**src/rtl/booth_csa_seq.sv**
```systemverilog
// booth_csa_seq
// Iterative radix-4 Booth multiplier front end. Each RUN cycle adds one Booth partial product
// into a 2W-bit carry-save (sum, carry) accumulator using a row of 3:2 compressors. The
// resulting redundant pair is meant to be resolved by a downstream carry-lookahead adder
// (a = sum_o, b = carry_o, c_in = 0). One multiply is in flight at a time.
//
// Parameters:
//   W       operand width (even, >= 4)
//   SIGNED  1: two's-complement operands, 0: unsigned operands (zero-extended by 2 bits)
//
// Ports:
//   clk        in   rising-edge clock
//   rst_n      in   asynchronous active-low reset
//   in_valid   in   operand pair valid
//   in_ready   out  block can accept operands (high only in IDLE)
//   a_i        in   [W-1:0]   multiplicand
//   b_i        in   [W-1:0]   multiplier, Booth-recoded internally
//   out_valid  out  sum_o/carry_o hold a completed result (high only in DONE)
//   out_ready  in   consumer accepts the result
//   sum_o      out  [2W-1:0]  carry-save sum vector
//   carry_o    out  [2W-1:0]  carry-save carry vector, already aligned
//
// Optional feature macro: BOOTH_CSA_ZERO_SKIP_EN
//   When defined, RUN exits early once every remaining Booth digit decodes to zero.
//   Results are unchanged; only latency shrinks. Undefined: fixed N-cycle RUN.

module booth_csa_seq #(
  parameter int W      = 8,
  parameter int SIGNED = 1
) (
  input  logic             clk,
  input  logic             rst_n,
  input  logic             in_valid,
  output logic             in_ready,
  input  logic [W-1:0]     a_i,
  input  logic [W-1:0]     b_i,
  output logic             out_valid,
  input  logic             out_ready,
  output logic [2*W-1:0]   sum_o,
  output logic [2*W-1:0]   carry_o
);

  localparam int N  = (SIGNED != 0) ? W / 2 : W / 2 + 1;
  localparam int BW = 2 * N;
  localparam int PW = 2 * W;
  localparam int KW = $clog2(N) + 1;

  typedef enum logic [1:0] {IDLE, RUN, DONE} state_t;

  state_t          state_q, state_d;
  logic [PW-1:0]   a_q, a_d;
  logic [BW-1:0]   b_q, b_d;
  logic            b_prev_q, b_prev_d;
  logic [PW-1:0]   acc_s_q, acc_s_d;
  logic [PW-1:0]   acc_c_q, acc_c_d;
  logic [KW-1:0]   k_q, k_d;

  logic [PW-1:0]   a_ext;
  logic [BW-1:0]   b_ext;
  logic [2:0]      triplet;
  logic [PW-1:0]   pp;
  logic [PW-1:0]   csa_sum;
  logic [PW-1:0]   csa_maj;
  logic [BW-1:0]   b_next;
  logic            last_digit;

  // Operand extension: multiplicand goes straight to 2W bits so every partial product is
  // already sign-correct modulo 2^2W; unsigned multipliers get two zero bits so the top
  // Booth digit never sees a spurious sign.
  if (SIGNED != 0) begin : g_signed_ext
    assign a_ext = {{W{a_i[W-1]}}, a_i};
    assign b_ext = b_i;
  end else begin : g_unsigned_ext
    assign a_ext = {{W{1'b0}}, a_i};
    assign b_ext = {2'b00, b_i};
  end

  // Datapath for one RUN step. The multiplier register shifts right by two each step, so the
  // current digit always lives in b_q[1:0] plus the previously shifted-out bit; likewise the
  // multiplicand register shifts left by two, which provides the << 2k weighting for free.
  // Doubling/negating in 2W bits keeps the -2 * most-negative case exact modulo 2^2W.
  always_comb begin
    triplet = {b_q[1], b_q[0], b_prev_q};
    pp      = '0;
    case (triplet)
      3'b001, 3'b010: pp = a_q;
      3'b011:         pp = a_q << 1;
      3'b100:         pp = -(a_q << 1);
      3'b101, 3'b110: pp = -a_q;
      default:        pp = '0;
    endcase
    csa_sum = acc_s_q ^ acc_c_q ^ pp;
    csa_maj = (acc_s_q & acc_c_q) | (acc_s_q & pp) | (acc_c_q & pp);
    b_next  = {b_q[BW-1], b_q[BW-1], b_q[BW-1:2]};
`ifdef BOOTH_CSA_ZERO_SKIP_EN
    // Remaining digits are all zero exactly when the unconsumed multiplier bits, including
    // the overlap bit b_q[1], form a run of identical bits.
    last_digit = (k_q == KW'(N - 1)) || (b_next == {BW{b_q[1]}});
`else
    last_digit = (k_q == KW'(N - 1));
`endif
  end

  // Next-state and register-update logic for the IDLE -> RUN -> DONE -> IDLE sequence.
  always_comb begin
    state_d  = state_q;
    a_d      = a_q;
    b_d      = b_q;
    b_prev_d = b_prev_q;
    acc_s_d  = acc_s_q;
    acc_c_d  = acc_c_q;
    k_d      = k_q;
    unique case (state_q)
      IDLE: begin
        if (in_valid) begin
          a_d      = a_ext;
          b_d      = b_ext;
          b_prev_d = 1'b0;
          acc_s_d  = '0;
          acc_c_d  = '0;
          k_d      = '0;
          state_d  = RUN;
        end
      end
      RUN: begin
        acc_s_d  = csa_sum;
        acc_c_d  = csa_maj << 1;
        a_d      = a_q << 2;
        b_d      = b_next;
        b_prev_d = b_q[1];
        k_d      = k_q + KW'(1);
        if (last_digit) begin
          state_d = DONE;
        end
      end
      DONE: begin
        if (out_ready) begin
          state_d = IDLE;
        end
      end
      default: state_d = IDLE;
    endcase
  end

  always_ff @(posedge clk or negedge rst_n) begin
    if (!rst_n) begin
      state_q  <= IDLE;
      a_q      <= '0;
      b_q      <= '0;
      b_prev_q <= 1'b0;
      acc_s_q  <= '0;
      acc_c_q  <= '0;
      k_q      <= '0;
    end else begin
      state_q  <= state_d;
      a_q      <= a_d;
      b_q      <= b_d;
      b_prev_q <= b_prev_d;
      acc_s_q  <= acc_s_d;
      acc_c_q  <= acc_c_d;
      k_q      <= k_d;
    end
  end

  assign in_ready  = (state_q == IDLE);
  assign out_valid = (state_q == DONE);
  assign sum_o     = acc_s_q;
  assign carry_o   = acc_c_q;

endmodule
```
**config.mk**
```make
export PLATFORM = sky130hd
export DESIGN_NAME = booth_csa_seq
export DESIGN_NICKNAME = d
export VERILOG_FILES = /design/src/rtl/booth_csa_seq.sv
export SDC_FILE = /design/constraint.sdc
export NUM_CORES = 1
export LEC_CHECK = 0
export CORE_ASPECT_RATIO = 0.7
export CORE_MARGIN = 3
export CORE_UTILIZATION = 30
export DETAILED_ROUTE_END_ITERATION = 12
export RECOVER_POWER = 25
export SLEW_MARGIN = 20
export SYNTH_ARGS = -nofsm -noshare
export SYNTH_HDL_FRONTEND = slang
export SYNTH_SLANG_ARGS = --single-unit
```
**constraint.sdc**
```tcl
create_clock -name clk -period 3.18 [get_ports clk]
set_input_delay 0.795 -clock clk [delete_from_list [all_inputs] [get_ports clk]]
set_output_delay 0.795 -clock clk [all_outputs]
set_load 0.05 [all_outputs]
```
==> impl_summary.md <==
Status
The flow ran to the end, but the final reports show violations. The final reports fail on max-capacitance violations, max-slew violations.

Floorplan
The core outline area is 12,590 um2. The initial core utilization is 0.3116. The die is 101.7 um tall. The number of core rows is 34.

Pin placement for this block handled 54 I/O pins. The die is 142.7 um wide. The floorplan step defined a die boundary enclosing 14,510 um2.

Clock tree
The clock buffer count from CTS is 9. The cell sitting at the root of the clock tree is a sky130_fd_sc_hd__clkbuf_16. The clock-pin transition on the worst setup and hold timing paths is 0.06 ns.

CTS saw 61 sinks. The largest buffer count on any clock path is 2. The TritonCTS clock tree is yes. The count of H-tree levels built during CTS is 3.

The hold-fix buffer count after cts is 0. The later pin in the worst-skew pair is clocked with a latency of 0.33 ns.

Routing
The total met3 wirelength after detailed routing is 530 um. The iteration count of the initial detailed-routing pass is 5. In the routed design, unresolved DRC markers number 0.

In this run, the number of DRC markers left after iteration 0 of detailed routing was 218. The count of nets left with antenna violations once routing finished came out at 0. The highest routing layer actually used is met4. The sum of routed wire segments on met1 is 4723 um. The via total after detailed routing is 3,331.

Dividing the detail-routed wire length by the instance count gives 15.19 um. The via density per instance is 5.101. Wires add up to 9916 um.

Detailed routing placed a total of 4557 um of wire on met2.

STA
Of the available clock period, the critical path in the final layout requires 0.9287. The minimum period implied by the final worst setup slack is 2.953 ns. The final number of max-transition violations is 30.

The clock arrives with 0.008106 ns of skew. Setup total negative slack on the finished layout was measured at 0 ns. Setup violations remaining at the end of the flow were counted as 0.

The final hold violation count came to 0. The worst slew slack as a fraction of its limit is -0.1248. At the pin with the least slew margin, the transition time is 1.687 ns.

Setup repair after global routing left no endpoint under its margin. Static timing analysis puts the maximum clock frequency at 338.6 MHz.

Yosys
The number of enable flip-flop cells after synthesis is 0. After synthesis, the share of flip-flops with an asynchronous set or reset is 1.000. The area of the mapped netlist is 3924 um2. The number of nets produced by synthesis is 487. The number of synthesis warnings is 0. In the synthesized netlist the dominant register cell turns out to be sky130_fd_sc_hd__dfrtp_1. The synthesized area per cell is 8.739 um2. For this run, the register share of the synthesized area comes to 0.3890.

Of the post-synthesis cell area, the dominant cell type holds 0.3890. Synthesis handed over a netlist of 449 instances. The unique cell type count in the Yosys netlist is 53. The number of register bits inferred by synthesis is 61. By area the synthesized netlist is led by sky130_fd_sc_hd__dfrtp_1 (39%), sky130_fd_sc_hd__o21ai_0 (7.9%), sky130_fd_sc_hd__nand2_1 (7.3%). The synthesized design spends more area on one cell type than any other, namely sky130_fd_sc_hd__dfrtp_1.

Setup path
The critical path is of the reg2reg type. The worst setup path is captured at a flop. At the worst endpoint, the arrival time is 3.15 ns.

The kind of start point of the critical path is a flop. In this run the worst path has a maximum fanout of 6. Data on the critical path is required at its endpoint by 3.37 ns.

Pwr
The leakage power summed over all cells is 1.922 nW. The design draws 5.799 mW. VDD sags by at most 0.0003936 V. The power density over the cells is 1196 nW/um2.

Cells and area
The ratio of cells with drive above 1 in the final layout is 0.08554. In the final design database the tool counted 524 nets. The cell area after layout is 4850 um2. The number of antenna diodes in the final layout is 0. The number of non-filler instances in the completed layout is 653. Compared with the post-synthesis result, the final layout area differs by 23.60%.

Min path
The min-delay analysis places its worst path in the category reg2reg.

Placement
The count of buffers from port buffering is 52. The number of placed cells counting well taps is 636. The HPWL after detailed placement is 7037 um.

The last weighted congestion value of the routability-driven placer is 0.8693. After detailed placement, the total cell area comes to 4527 um2.

Global routing
The total congestion overflow after global routing is 0. The initial antenna violation count is 0. For this run, the total global-route usage over all layers was measured as 0.1463.

The first global-routing pass estimated 17,080 um of wire. The pin count of the biggest net entering global routing is 53. The via count of the first global-routing pass is 3,444.

Run
The number of maximum-capacitance constraint violations is 1.
## sequential cells by signal (all words and copies together), names as in the netlist
register	cells
k_q	3
carry_o	15
state_q	2
b_prev_q	1
a_q	16
sum_o	16
b_q	8
## layer usage
| metal | vias to the layer above | track usage |
|---|---|---|
| li1 | 1596 | - |
| met1 | 1644 | 0.1936 |
| met2 | 81 | 0.2377 |
| met3 | 10 | 0.04106 |
| met4 | 0 | 0.03798 |
| met5 | - | 0 |
## area by class of cell
cell class / count / area [um2]
fill: 1272 / 7742
clock inverter: 5 / 83.83
multi-input combinational: 317 / 2072
tap: 162 / 202.7
timing repair buffer: 63 / 594.3
clock buffer: 11 / 242.7
inverter: 34 / 127.6
sequential: 61 / 1526
## layout by cell type (no fill, tap or decap), types with 9 or more instances in the layout
cell type / instances
sky130_fd_sc_hd__a22oi_1: 16
sky130_fd_sc_hd__nor2_1: 20
sky130_fd_sc_hd__fa_1: 14
sky130_fd_sc_hd__nand2_1: 76
sky130_fd_sc_hd__buf_4: 10
sky130_fd_sc_hd__inv_1: 33
sky130_fd_sc_hd__dfrtp_1: 61
sky130_fd_sc_hd__xor2_1: 10
sky130_fd_sc_hd__a21oi_1: 32
sky130_fd_sc_hd__clkdlybuf4s50_1: 51
sky130_fd_sc_hd__clkbuf_16: 9
sky130_fd_sc_hd__o21ai_0: 62
## synth_stat cells, drive strengths merged, types with 6 or more instances
library cell,count
nor2,20
nand2,76
xnor2,6
fa,14
o21ai,64
clkbuf,25
nor2b,6
buf,12
dfrtp,61
a22oi,16
a21oi,32
nor3,9
xor2,10
a22o,7
inv,34
nor3b,8
## power by group
| part | leakage (nW) | internal (mW) | total [mW] | switching [mW] |
|---|---|---|---|---|
| sequential | 0.788 | 1.11 | 1.52 | 0.414 |
| combinational | 0.982 | 1.19 | 3.21 | 2.02 |
| clock | 0.152 | 0.708 | 1.07 | 0.358 |
## what timing repair did
item,in CTS,in global routing
gates resized for setup,0,1
setup endpoints to repair,0,2
buffers inserted,0,1
## worst max-delay path, cell delays in order, from the launching register on
cell and delay [ns]:
sky130_fd_sc_hd__dfrtp_1 0.45, sky130_fd_sc_hd__inv_1 0.09, sky130_fd_sc_hd__ha_1 0.25, sky130_fd_sc_hd__nor4b_4 0.33
sky130_fd_sc_hd__nand3b_1 0.18, sky130_fd_sc_hd__nor3_2 0.18, sky130_fd_sc_hd__xor2_1 0.12, sky130_fd_sc_hd__nor2_1 0.10
sky130_fd_sc_hd__a21oi_1 0.06, sky130_fd_sc_hd__mux4_2 0.48, sky130_fd_sc_hd__fa_1 0.48, sky130_fd_sc_hd__o21ai_0 0.08
## through the flow
stage	hold WS (ns)	setup slack, ns	util
2_1_floorplan	0.4498	0.5346	-
6_report	0.4815	0.2266	0.3851
3_5_place_dp	0.4712	0.1395	0.3595
4_1_cts	0.4838	0.1147	0.3854
5_1_grt	0.5261	0.02012	0.3851
3_3_place_gp	0.4649	0.3206	0.3595
## path summary, 6_finish.rpt
check / from / end / slack [ns] / depth (start not counted)
setup / recovery: a_q[0] / sum_o[11] / 0.23 / 11
hold / removal: k_q[2] / k_q[2] / 0.48 / 2
setup reg to reg: a_q[0] / sum_o[11] / 0.23 / 11
hold reg to reg: k_q[2] / k_q[2] / 0.48 / 2
max in group asynchronous: rst_n / sum_o[1] / 0.68 / 2
min in group asynchronous: rst_n / sum_o[11] / 0.89 / 1
## cells by family after synthesis
| group | count (synthesis) | share of synthesized area |
|---|---|---|
| mux | 8 | 0.02487 |
| compound gates | 138 | 0.2082 |
| xor+xnor | 16 | 0.03571 |
| flops | 61 | 0.3890 |
| buf+inv | 71 | 0.08705 |
| fa+ha+maj | 18 | 0.08418 |
| other cells | 1 | 0.0009557 |
| simple gates | 136 | 0.1700 |
Note: power is estimated with default switching activity, not from simulation.
